$ cat src/rtl/out_arb_pkg.sv
// Shared types and widths for the output-port arbiter.
// The HOLD state only exists when OUT_ARB_HOLD_EN is defined.
package out_arb_pkg;

   localparam int DATA_W     = 4;
   localparam int HOLD_CNT_W = 4;

`ifdef OUT_ARB_HOLD_EN
   typedef enum logic [1:0] {
      ST_IDLE = 2'd0,
      ST_LOAD = 2'd1,
      ST_HOLD = 2'd2
   } state_t;
`else
   typedef enum logic [1:0] {
      ST_IDLE = 2'd0,
      ST_LOAD = 2'd1
   } state_t;
`endif

endpackage

$ cat src/rtl/rr_arbiter.sv
// Round-robin request selector: searches upward from ptr, wrapping at NREQ-1,
// and returns the first set request as a one-hot grant plus its index.
module rr_arbiter #(
   parameter int NREQ  = 3,
   parameter int IDX_W = $clog2(NREQ)
) (
   input  logic [NREQ-1:0]  req,
   input  logic [IDX_W-1:0] ptr,
   output logic [NREQ-1:0]  grant,
   output logic [IDX_W-1:0] idx
);

   logic             found;
   logic [IDX_W:0]   sum;
   logic [IDX_W-1:0] cand;

   always_comb begin
      grant = '0;
      idx   = '0;
      found = 1'b0;
      sum   = '0;
      cand  = '0;
      for (int k = 0; k < NREQ; k++) begin
         sum = {1'b0, ptr} + (IDX_W+1)'(k);
         if (sum >= (IDX_W+1)'(NREQ)) begin
            sum = sum - (IDX_W+1)'(NREQ);
         end
         cand = sum[IDX_W-1:0];
         if (!found && req[cand]) begin
            found       = 1'b1;
            grant[cand] = 1'b1;
            idx         = cand;
         end
      end
   end

endmodule

$ cat src/rtl/out_port_arbiter.sv
// Shares one 4-bit output register among NREQ requesters with round-robin grants.
// Define OUT_ARB_HOLD_EN to add a HOLD state keeping each value for HOLD_CYCLES.
//
// state | meaning
// IDLE  | waiting for any Req; grant captures winner data into IB
// LOAD  | LoadOut and Ack[winner] high for one cycle
// HOLD  | value held on IB for HOLD_CYCLES cycles, Req ignored
module out_port_arbiter
   import out_arb_pkg::*;
#(
   parameter int NREQ        = 3,
   parameter int HOLD_CYCLES = 4
) (
   input  logic                     MainClock,
   input  logic                     MainReset,
   input  logic [NREQ-1:0]          Req,
   input  logic [DATA_W*NREQ-1:0]   ReqData,
   output logic [NREQ-1:0]          Ack,
   output logic [DATA_W-1:0]        IB,
   output logic                     LoadOut,
   output logic                     Busy
);

   localparam int IDX_W = $clog2(NREQ);

   if (NREQ < 2 || NREQ > 4) begin : g_nreq_chk
      $error("out_port_arbiter: NREQ must be 2..4");
   end
   if (HOLD_CYCLES < 1 || HOLD_CYCLES > 15) begin : g_hold_chk
      $error("out_port_arbiter: HOLD_CYCLES must be 1..15");
   end

   state_t            state, state_nxt;
   logic              grant_en;
   logic [IDX_W-1:0]  ptr, win_idx;
   logic [NREQ-1:0]   win_grant, ack_q;
   logic [DATA_W-1:0] win_data;

   rr_arbiter #(.NREQ(NREQ), .IDX_W(IDX_W)) u_rr (
      .req   (Req),
      .ptr   (ptr),
      .grant (win_grant),
      .idx   (win_idx)
   );

   always_comb begin
      win_data = '0;
      for (int i = 0; i < NREQ; i++) begin
         if (win_idx == IDX_W'(i)) begin
            win_data = ReqData[i*DATA_W +: DATA_W];
         end
      end
   end

`ifdef OUT_ARB_HOLD_EN
   localparam logic [HOLD_CNT_W-1:0] HOLD_LOAD = HOLD_CNT_W'(HOLD_CYCLES - 1);
   logic [HOLD_CNT_W-1:0] hold_cnt;
`endif

   always_comb begin
      state_nxt = state;
      grant_en  = 1'b0;
      case (state)
         ST_IDLE: begin
            if (|Req) begin
               grant_en  = 1'b1;
               state_nxt = ST_LOAD;
            end
         end
`ifdef OUT_ARB_HOLD_EN
         ST_LOAD: state_nxt = ST_HOLD;
         ST_HOLD: begin
            if (hold_cnt == '0) begin
               state_nxt = ST_IDLE;
            end
         end
`else
         ST_LOAD: state_nxt = ST_IDLE;
`endif
         default: state_nxt = ST_IDLE;
      endcase
   end

   // Pointer advances at grant time; a reset before Ack zeroes it anyway.
   always_ff @(posedge MainClock) begin
      if (MainReset) begin
         state <= ST_IDLE;
         ptr   <= '0;
         ack_q <= '0;
         IB    <= '0;
      end else begin
         state <= state_nxt;
         if (grant_en) begin
            IB    <= win_data;
            ack_q <= win_grant;
            ptr   <= (win_idx == IDX_W'(NREQ-1)) ? '0 : win_idx + 1'b1;
         end
      end
   end

`ifdef OUT_ARB_HOLD_EN
   always_ff @(posedge MainClock) begin
      if (MainReset) begin
         hold_cnt <= '0;
      end else if (state == ST_LOAD) begin
         hold_cnt <= HOLD_LOAD;
      end else if (state == ST_HOLD && hold_cnt != '0) begin
         hold_cnt <= hold_cnt - 1'b1;
      end
   end
`endif

   // Reset in the LOAD cycle suppresses the strobe so an aborted write is never acked.
   assign LoadOut = (state == ST_LOAD) && !MainReset;
   assign Ack     = LoadOut ? ack_q : '0;
   assign Busy    = (state != ST_IDLE);

endmodule

$ cat config.mk
export PLATFORM = sky130hd
export DESIGN_NAME = out_port_arbiter
export DESIGN_NICKNAME = d
export VERILOG_FILES = /design/src/rtl/out_arb_pkg.sv /design/src/rtl/rr_arbiter.sv /design/src/rtl/out_port_arbiter.sv
export SDC_FILE = /design/constraint.sdc
export NUM_CORES = 1
export LEC_CHECK = 0
export BUFFER_PORTS_ARGS = -buffer_cell sky130_fd_sc_hd__clkbuf_2
export CORE_UTILIZATION = 41
export DETAILED_ROUTE_END_ITERATION = 6
export PLACE_DENSITY = 0.69
export SYNTH_ARGS = -nofsm -noshare
export SYNTH_HDL_FRONTEND = slang
export SYNTH_SLANG_ARGS = --single-unit
$ cat constraint.sdc
create_clock -name MainClock -period 2.7 [get_ports MainClock]
set_input_delay 0.405 -clock MainClock [delete_from_list [all_inputs] [get_ports MainClock]]
set_output_delay 0.405 -clock MainClock [all_outputs]
set_load 0.01 [all_outputs]
==> impl_metrics.ini, run 1 <==
[synth]
synth.distinct_cells = 39
synthesis.nets = 114
synth_warnings = 0
synthArstFlopShare_pct = 0
syn_area_um2 = 768
synthFlopType = dfxtp_1
syn_area_per_cell_um2 = 8.26
synth-edff-count = 0
syn_inst = 93
synth_seq_cells = 10
yosysSeqAreaShare_pct = 26.1

[power_and_ir_drop]
peakVddDrop_mv = 0.393
power_leakage_nw = 0.405
p_seq_share_pct = 31.9
net-switching-power_mw = 0.223
clockPowerShare_pct = 23.1
comb_power_share_pct = 45.0
fin_total_pwr_mw = 0.600
power_density_mw_per_mm2 = 641
sw_frac_of_total_pct = 37.2
p_int_mw = 0.377

[timing]
setup-violations-final = 0
finalClockSkew_ps = 2.61
timing.slew.headroom_pct = 65.9
rsz0062_at_grt = no
max_freq_ghz = 0.432
post-route-min-period_ps = 2320
worst_pin_slew_ps = 511
whs_ps = 400
maxSlewViolCount = 0
final.setup.tns_ps = 0
hold_viol = 0
fin_crit_sh_pct = 85.8

[clock_tree]
clkTransAtPathRegs_ps = 70
ctsHoldBuffers = 0
clkSinkCount = 10
cts_tree = yes
clock-root-buffer = clkbuf_4
clock_path_buffers = 2
cts_buffers = 3
h-tree-depth = 1
cts_resized = 0
clkLatencyLatePin_ps = 270
post_cts_buffers = 0

[placed_design]
routabilityCongestion = 0.802
placed_cells = 139
dp.final_hpwl_mm = 1.33
port_buffers = 25

[die]
initial_core_util_pct = 44.0
io_pins = 26
chipHeight_um = 45.3
core_region_area_mm2 = 0.00175
die-width_um = 45.3
die-area_mm2 = 0.00205
std_cell_rows = 15

[global_routing]
antenna_found_initial = 0
first_global_vias = 668
grt_pass1_wl_mm = 2.81
grt_start_max_net_pins = 16
gr-total-overflow = 0
track_usage_pct = 19.4

[cells_and_area]
synthToLayoutAreaGrowth_pct = 21.7
drive_gt1_share_pct = 31.4
fillCellCount = 174
utilization_pct = 53.5
final_cells = 143
nNetsFinal = 140
antenna_cells = 0

[detailed_routing]
first_pass_iters = 4
drt_iter0_drc = 11
routed_wl_mm = 1.74
wire_per_inst_um = 12.1
routed_via_density = 5.29
route.detailed.drc = 0
vias = 757
drtAntennaViolNets = 0

[critical_path]
cp-end-kind = flop
critical_path_required_ps = 2890
startpoint_type = flop
critical_path_class = flop to flop
arrival_ps = 2510
cp_max_fo = 11
worstSetupStartpoint = ptr[0]
worstReg2RegStart = ptr[0]

[flow_run]
cap_violations = 0

[min_path]
min_path_type = primary input to flop
hold_path.startpoint = ReqData[6]

[outcome]
status = complete, no violations
cell type report:
type / count / area (um2) / share of cell area (%)
sequential: 10 / 200 / 21.4
tap: 25 / 31.3 / 3.35
inverter: 4 / 15.0 / 1.61
multi-input combinational: 75 / 527 / 56.4
timing repair buffer: 25 / 125 / 13.4
clock buffer: 4 / 36.3 / 3.88
cell usage in the layout (no fill, tap or decap), types with 2 or more instances in the layout:
cell and count:
dfxtp_1 10, nand2_1 8, nand3_1 3, o22ai_1 2
ha_1 4, nand3b_1 2, clkbuf_4 3, a21oi_1 11
inv_1 4, a211o_2 2, clkbuf_2 25, and2_1 4
nor2b_1 3, mux2i_1 3, nor2_1 9, o21bai_1 2
state kept, by name, indices dropped and copies added, names as in the netlist:
register	flops
ptr	2
IB	4
state	1
ack_q	3
Yosys cell counts (2+ instances only):
cell       n  area share, %
nand2_1    8            3.9
nand3_1    3            2.0
mux2i_1    3            3.9
a211o_2    2            2.6
dfxtp_1   10             26
o22ai_1    2            1.6
nor2_1     9            4.4
nand3b_1   2            2.0
and2_1     4            3.3
inv_1      4            2.0
ha_1       4            6.5
a21oi_1   11            7.2
o21bai_1   2            2.0
nor2b_1    3            2.4
buf_2      2            1.3
per-stage QoR:
stage | setup WS (ps) | area, um2
after global routing | 245 | 935
after detailed placement | 411 | 898
after CTS | 382 | 935
final | 383 | 935
after floorplan | 684 | 768
after global placement | 480 | 898
cell families (layout without fill, tap and decap cells):
family | after synthesis | after routing | synth area share (%)
simple gates | 37 | 37 | 26.4
compound gates | 29 | 29 | 28.8
flops | 10 | 10 | 26.1
buf+inv | 8 | 33 | 5.37
mux | 5 | 5 | 6.84
fa+ha+maj | 4 | 4 | 6.51
critical path, stage by stage (launching register included):
cell      delay, ps
dfxtp_1         370
inv_1            80
ha_1            420
nor4bb_2        300
nand2_1         120
a32oi_4         340
mux2_1          380
a211oi_2        220
per-layer routing:
metal  vias up  global-route usage, %  routed length [um]
li1        390                      -                   -
met1       342                   24.3                 839
met2        21                   31.0                 788
met3         4                   2.40                  70
met4         0                   12.7                  37
met5         -                      0                   0
power by group through the flow:
stage	logic (mW)	registers, mW	clock network (mW)
3_3_place_gp	0.263	0.194	0
4_1_cts	0.271	0.191	0.142
6_report	0.270	0.191	0.138
2_1_floorplan	0.205	0.198	0
3_5_place_dp	0.270	0.194	0
5_1_grt	0.297	0.195	0.146
final timing paths:
check,end,slack [ps],cells after the start
setup reg to reg,IB[1],380,7
hold reg to reg,ack_q[1],460,2
hold / removal,IB[2],400,3
setup / recovery,IB[1],380,7
Note: power is estimated with default switching activity, not from simulation.
==> inputs of run 2 (changes only) <==
--- a/config.mk
+++ b/config.mk
@@ -6,9 +6,12 @@
 export NUM_CORES = 1
 export LEC_CHECK = 0
 export BUFFER_PORTS_ARGS = -buffer_cell sky130_fd_sc_hd__clkbuf_2
-export CORE_UTILIZATION = 41
+export CELL_PAD_IN_SITES_DETAIL_PLACEMENT = 1
+export CELL_PAD_IN_SITES_GLOBAL_PLACEMENT = 1
+export CORE_UTILIZATION = 34
 export DETAILED_ROUTE_END_ITERATION = 6
-export PLACE_DENSITY = 0.69
+export PLACE_DENSITY = 0.79
 export SYNTH_ARGS = -nofsm -noshare
 export SYNTH_HDL_FRONTEND = slang
+export SYNTH_HIERARCHICAL = 1
 export SYNTH_SLANG_ARGS = --single-unit
==> impl_metrics.ini, run 2 <==
[outcome]
status = complete, no violations

[min_path]
min_path_cells = 3
min_path_type = primary input to flop
hold_path.startpoint = ReqData[11]

[global_routing]
antenna_found_initial = 0
track_usage_pct = 21.3
gr-total-overflow = 0
grt_pass1_wl_mm = 3.91
first_global_vias = 834
grt_start_max_net_pins = 12

[detailed_routing]
wire_per_inst_um = 15.4
routed_via_density = 5.61
first_pass_iters = 4
drtAntennaViolNets = 0
vias = 836
route.detailed.drc = 0
drt_iter0_drc = 12
routed_wl_mm = 2.30

[power_and_ir_drop]
peakVddDrop_mv = 0.315
fin_total_pwr_mw = 0.674
power_density_mw_per_mm2 = 728
power_leakage_nw = 0.389

[cells_and_area]
top_register = IB
multi_input_area_um2 = 504
fin_area_um2 = 926
regArea_um2 = 200
final_cells = 149
final_cell_mix = clkbuf_2 (25), a21oi_1 (14), nand2_1 (11)
synthToLayoutAreaGrowth_pct = 21.5
antenna_cells = 0
nNetsFinal = 144
fillCellCount = 282
layout_commonest_cell = clkbuf_2
utilization_pct = 45.3
largestRegisters = IB x4, ack_q x3, ptr x2
drive_gt1_share_pct = 30.3
largest_register_ff_count = 4

[timing]
whs_ps = 380
finalClockSkew_ps = 0.638
worst_pin_slew_ps = 469
fin_crit_sh_pct = 92.6
final.setup.tns_ps = 0
post-route-min-period_ps = 2500
timing.slew.headroom_pct = 68.6
hold_viol = 0
setup_slack_ps = 201
maxSlewViolCount = 0
max_freq_ghz = 0.400
rsz0062_at_grt = no
setup-violations-final = 0

[die]
std_cell_rows = 16
io_pins = 26
core_region_area_mm2 = 0.00204
die-width_um = 49.3
initial_core_util_pct = 37.3
die-area_mm2 = 0.00243
chipHeight_um = 49.3

[synth]
synth_top_cells_by_area = dfxtp_1 (26%), a21oi_1 (9.2%), ha_1 (6.6%)
synthesis.nets = 119
syn_inst = 98
synthArstFlopShare_pct = 0
synth-edff-count = 0
syn_area_per_cell_um2 = 7.78
yosysMostFrequentCell = a21oi_1
synthFlopType = dfxtp_1
synth_top_cells_by_count = a21oi_1 (14), nand2_1 (11), dfxtp_1 (10)
syn_area_um2 = 762
synth.distinct_cells = 33
yosysTopAreaCell = dfxtp_1
yosysSeqAreaShare_pct = 26.3
synth_top_area_share_pct = 26.3
synth_warnings = 6
synth_seq_cells = 10

[critical_path]
worstReg2RegStart = ptr[1]
cp-end-kind = flop
reg2regPathDepth = 8
worstSetupStartpoint = ptr[1]
startpoint_type = flop
arrival_ps = 2710
critical_path_class = flop to flop
critical_path_required_ps = 2910
cp_max_fo = 7

[placed_design]
placed_cells = 145
preCtsSetupSlack_ps = 201
port_buffers = 25
routabilityCongestion = 0.850
dp.final_hpwl_mm = 1.74
dpl_cell_area_um2 = 885

[clock_tree]
post_cts_buffers = 0
clkSinkCount = 10
cts_tree = yes
clock-root-buffer = clkbuf_4
clock_path_buffers = 2
cts_buffers = 3
ctsHoldBuffers = 0
h-tree-depth = 1
clkLatencyLatePin_ps = 270
clkTransAtPathRegs_ps = 70

[flow_run]
cap_violations = 0
==> run 2: cell types whose count changed after synthesis, sizes merged, moves of 3 or more <==
cell | before | now
nor2 | 9 | 4
o21ai | 1 | 6
a311oi | 1 | 5
a21oi | 11 | 14
==> run 2: path summary, 6_finish.rpt <==
path,end,slack [ps]
setup / recovery,ptr[0],200
hold / removal,IB[3],380
setup reg to reg,ptr[0],200
hold reg to reg,ack_q[0],480
==> run 2: metal layers <==
layer | wire (um) | vias to the layer above | global-route usage, %
met5 | 0 | - | 0
met3 | 74 | 7 | 2.80
met1 | 1030 | 399 | 25.5
li1 | - | 407 | -
met4 | 52 | 0 | 10.3
met2 | 1140 | 23 | 36.8
==> run 2: cells by family (layout without fill, tap and decap cells) <==
logic type                 count (synthesis)  in the layout  share of synthesized area, %
and+or+nand+nor                           32             32                          21.8
buffers and inverters                     12             36                          8.21
DFF                                       10             10                          26.3
muxes                                      6              6                          8.54
AOI/OAI and AO/OA                         34             34                          28.6
adders and majority gates                  4              4                          6.57
==> run 2: power breakdown <==
part / total (mW) / switching (mW) / internal (mW)
registers: 0.196 / 0.0201 / 0.176
logic: 0.337 / 0.197 / 0.141
clock network: 0.141 / 0.0589 / 0.0820
==> run 2: layout make-up <==
cell class	instances	area share [%]
multi-input combinational	76	54.5
sequential	10	21.6
timing repair buffer	25	13.5
clock buffer	4	3.92
tap	27	3.65
inverter	7	2.84
==> run 2: worst max-delay path: stages (launching register included) <==
cell,delay (ps)
dfxtp_1,340
inv_1,90
ha_1,370
mux2i_1,270
o22ai_1,180
a311oi_1,360
a21oi_1,150
or4_1,530
a21oi_1,140
==> run 2: what timing repair did <==
item | 4_1_cts | 5_1_grt
endpoints found under the setup margin | 0 | 4
gates resized for setup | 0 | 2
hold endpoints to repair | 0 | 0
==> inputs of run 3 (changes only) <==
==> constraint.sdc (replaced) <==
create_clock -name MainClock -period 2.7 [get_ports MainClock]
set_input_delay 0.81 -clock MainClock [delete_from_list [all_inputs] [get_ports MainClock]]
set_output_delay 0.81 -clock MainClock [all_outputs]
set_load 0.01 [all_outputs]
==> impl_metrics.ini, run 3 (synthesized netlist as in run 2, its figures left out) <==
[clock_tree]
clkSinkCount = 10
cts_resized = 0
clock_path_buffers = 2
clock-root-buffer = clkbuf_4
ctsHoldBuffers = 0
clkLatencyLatePin_ps = 260
clkTransAtPathRegs_ps = 70
h-tree-depth = 1
cts_buffers = 3
post_cts_buffers = 0
cts_tree = yes

[critical_path]
cp_slowest_stage_delay_ps = 390
crit_chain = inv_1, ha_1, mux2i_1, a32o_1, a2bb2oi_2, nor2_1, mux2_2, nand2_1, a311oi_1
reg2regPathDepth = 9
cp_max_fo = 7
r2r-end = IB[1]
critical_path_required_ps = 2830
slowest_stage = mux2_2
startpoint_type = flop
cp-end-kind = flop
arrival_ps = 2610
worstSetupStartpoint = ptr[1]
worstReg2RegStart = ptr[1]
regToRegSetupSlack_ps = 220
crit_end = IB[1]
critical_path_class = flop to flop

[detailed_routing]
routed_via_density = 5.64
first_pass_iters = 4
wire_per_inst_um = 15.2
drt_iter0_drc = 11
route.detailed.drc = 0
vias = 840
routed_wl_mm = 2.27
drtAntennaViolNets = 0

[timing]
max_freq_ghz = 0.403
final.setup.tns_ps = 0
rsz0062_at_grt = no
whs_ps = 483
finalClockSkew_ps = 0.549
post-route-min-period_ps = 2480
setup-violations-final = 0
hold_viol = 0
timing.slew.headroom_pct = 66.2
fin_crit_sh_pct = 91.9
worst_pin_slew_ps = 504
maxSlewViolCount = 0

[cells_and_area]
largest_register_ff_count = 4
layout_commonest_cell = clkbuf_2
antenna_cells = 0
synthToLayoutAreaGrowth_pct = 20.0
drive_gt1_share_pct = 28.7
final_cell_mix = clkbuf_2 (25), a21oi_1 (14), nand2_1 (11)
nNetsFinal = 145
largestRegisters = IB x4, ack_q x3, ptr x2
top_register = IB

[power_and_ir_drop]
net-switching-power_mw = 0.266
p_int_mw = 0.370
sw_frac_of_total_pct = 41.8
power_density_mw_per_mm2 = 695
power_leakage_nw = 0.386
peakVddDrop_mv = 0.249
clockPowerShare_pct = 16.5
p_seq_share_pct = 30.5
comb_power_share_pct = 53.0

[global_routing]
gr-total-overflow = 0
top_usage_layer = met2
antenna_found_initial = 0
grt_use_met1_pct = 26.4
first_global_vias = 839
met2_usage_pct = 34.7
grt_pass1_wl_mm = 3.82
grt_use_met3_pct = 3.74
grt_start_max_net_pins = 12
track_usage_pct = 20.4

[placed_design]
routabilityCongestion = 0.854
dp.final_hpwl_mm = 1.72
port_buffers = 25

[die]
chipHeight_um = 49.3
io_pins = 26
die-width_um = 49.3
core_region_area_mm2 = 0.00204
die-area_mm2 = 0.00243
initial_core_util_pct = 37.3
std_cell_rows = 16

[flow_run]
cap_violations = 0

[min_path]
hold_path.startpoint = ack_q[2]
min_path_type = flop to flop

[outcome]
status = complete, no violations
==> run 3: final cells by class <==
type	count	area, um2
Multi-Input combinational cell	76	499
Timing Repair Buffer	26	133
Sequential cell	10	200
Inverter	7	26.3
Fill cell	287	1130
Tap cell	27	33.8
Clock buffer	3	22.5
==> run 3: worst min-delay path by stage <==
stage	depth (start not counted)	slack, ps	end
final	2	480	ack_q[2]
after global placement	2	460	ack_q[1]
after global routing	2	530	ack_q[2]
after detailed placement	2	470	ack_q[1]
after CTS	2	490	ack_q[2]
after floorplan	2	450	ack_q[1]
==> run 3: per-stage QoR <==
stage	setup slack (ps)	instances	total power [mW]	util, %	area (um2)
5_1_grt	37.9	149	0.680	44.8	915
4_1_cts	224	149	0.635	44.8	915
2_1_floorplan	556	98	0.446	-	762
3_5_place_dp	104	146	0.529	43.7	892
6_report	218	149	0.636	44.8	915
3_3_place_gp	235	146	0.517	43.7	892
==> run 3: power groups by stage <==
| stage | combinational, mW | sequential, mW | clock, mW |
|---|---|---|---|
| 4_1_cts | 0.334 | 0.195 | 0.107 |
| 3_3_place_gp | 0.321 | 0.197 | 0 |
| 6_report | 0.337 | 0.194 | 0.105 |
| 2_1_floorplan | 0.247 | 0.199 | 0 |
| 5_1_grt | 0.369 | 0.198 | 0.113 |
| 3_5_place_dp | 0.331 | 0.198 | 0 |
==> run 3: routing by layer <==
| metal | vias up | part of all wire, % |
|---|---|---|
| li1 | 412 | - |
| met1 | 404 | 46 |
| met2 | 24 | 50 |
| met3 | 0 | 3.9 |
| met4 | 0 | 0 |
| met5 | - | 0 |
==> run 3: critical path: cells and delay by family (launching register included) <==
kind	cells	cell delay, ps
AO/OA/AOI/OAI	3	390
adder cells (fa/ha/maj)	1	360
buffers and inverters	1	80
flip-flops	1	340
multiplexers	2	720
AND/OR/NAND/NOR	2	450
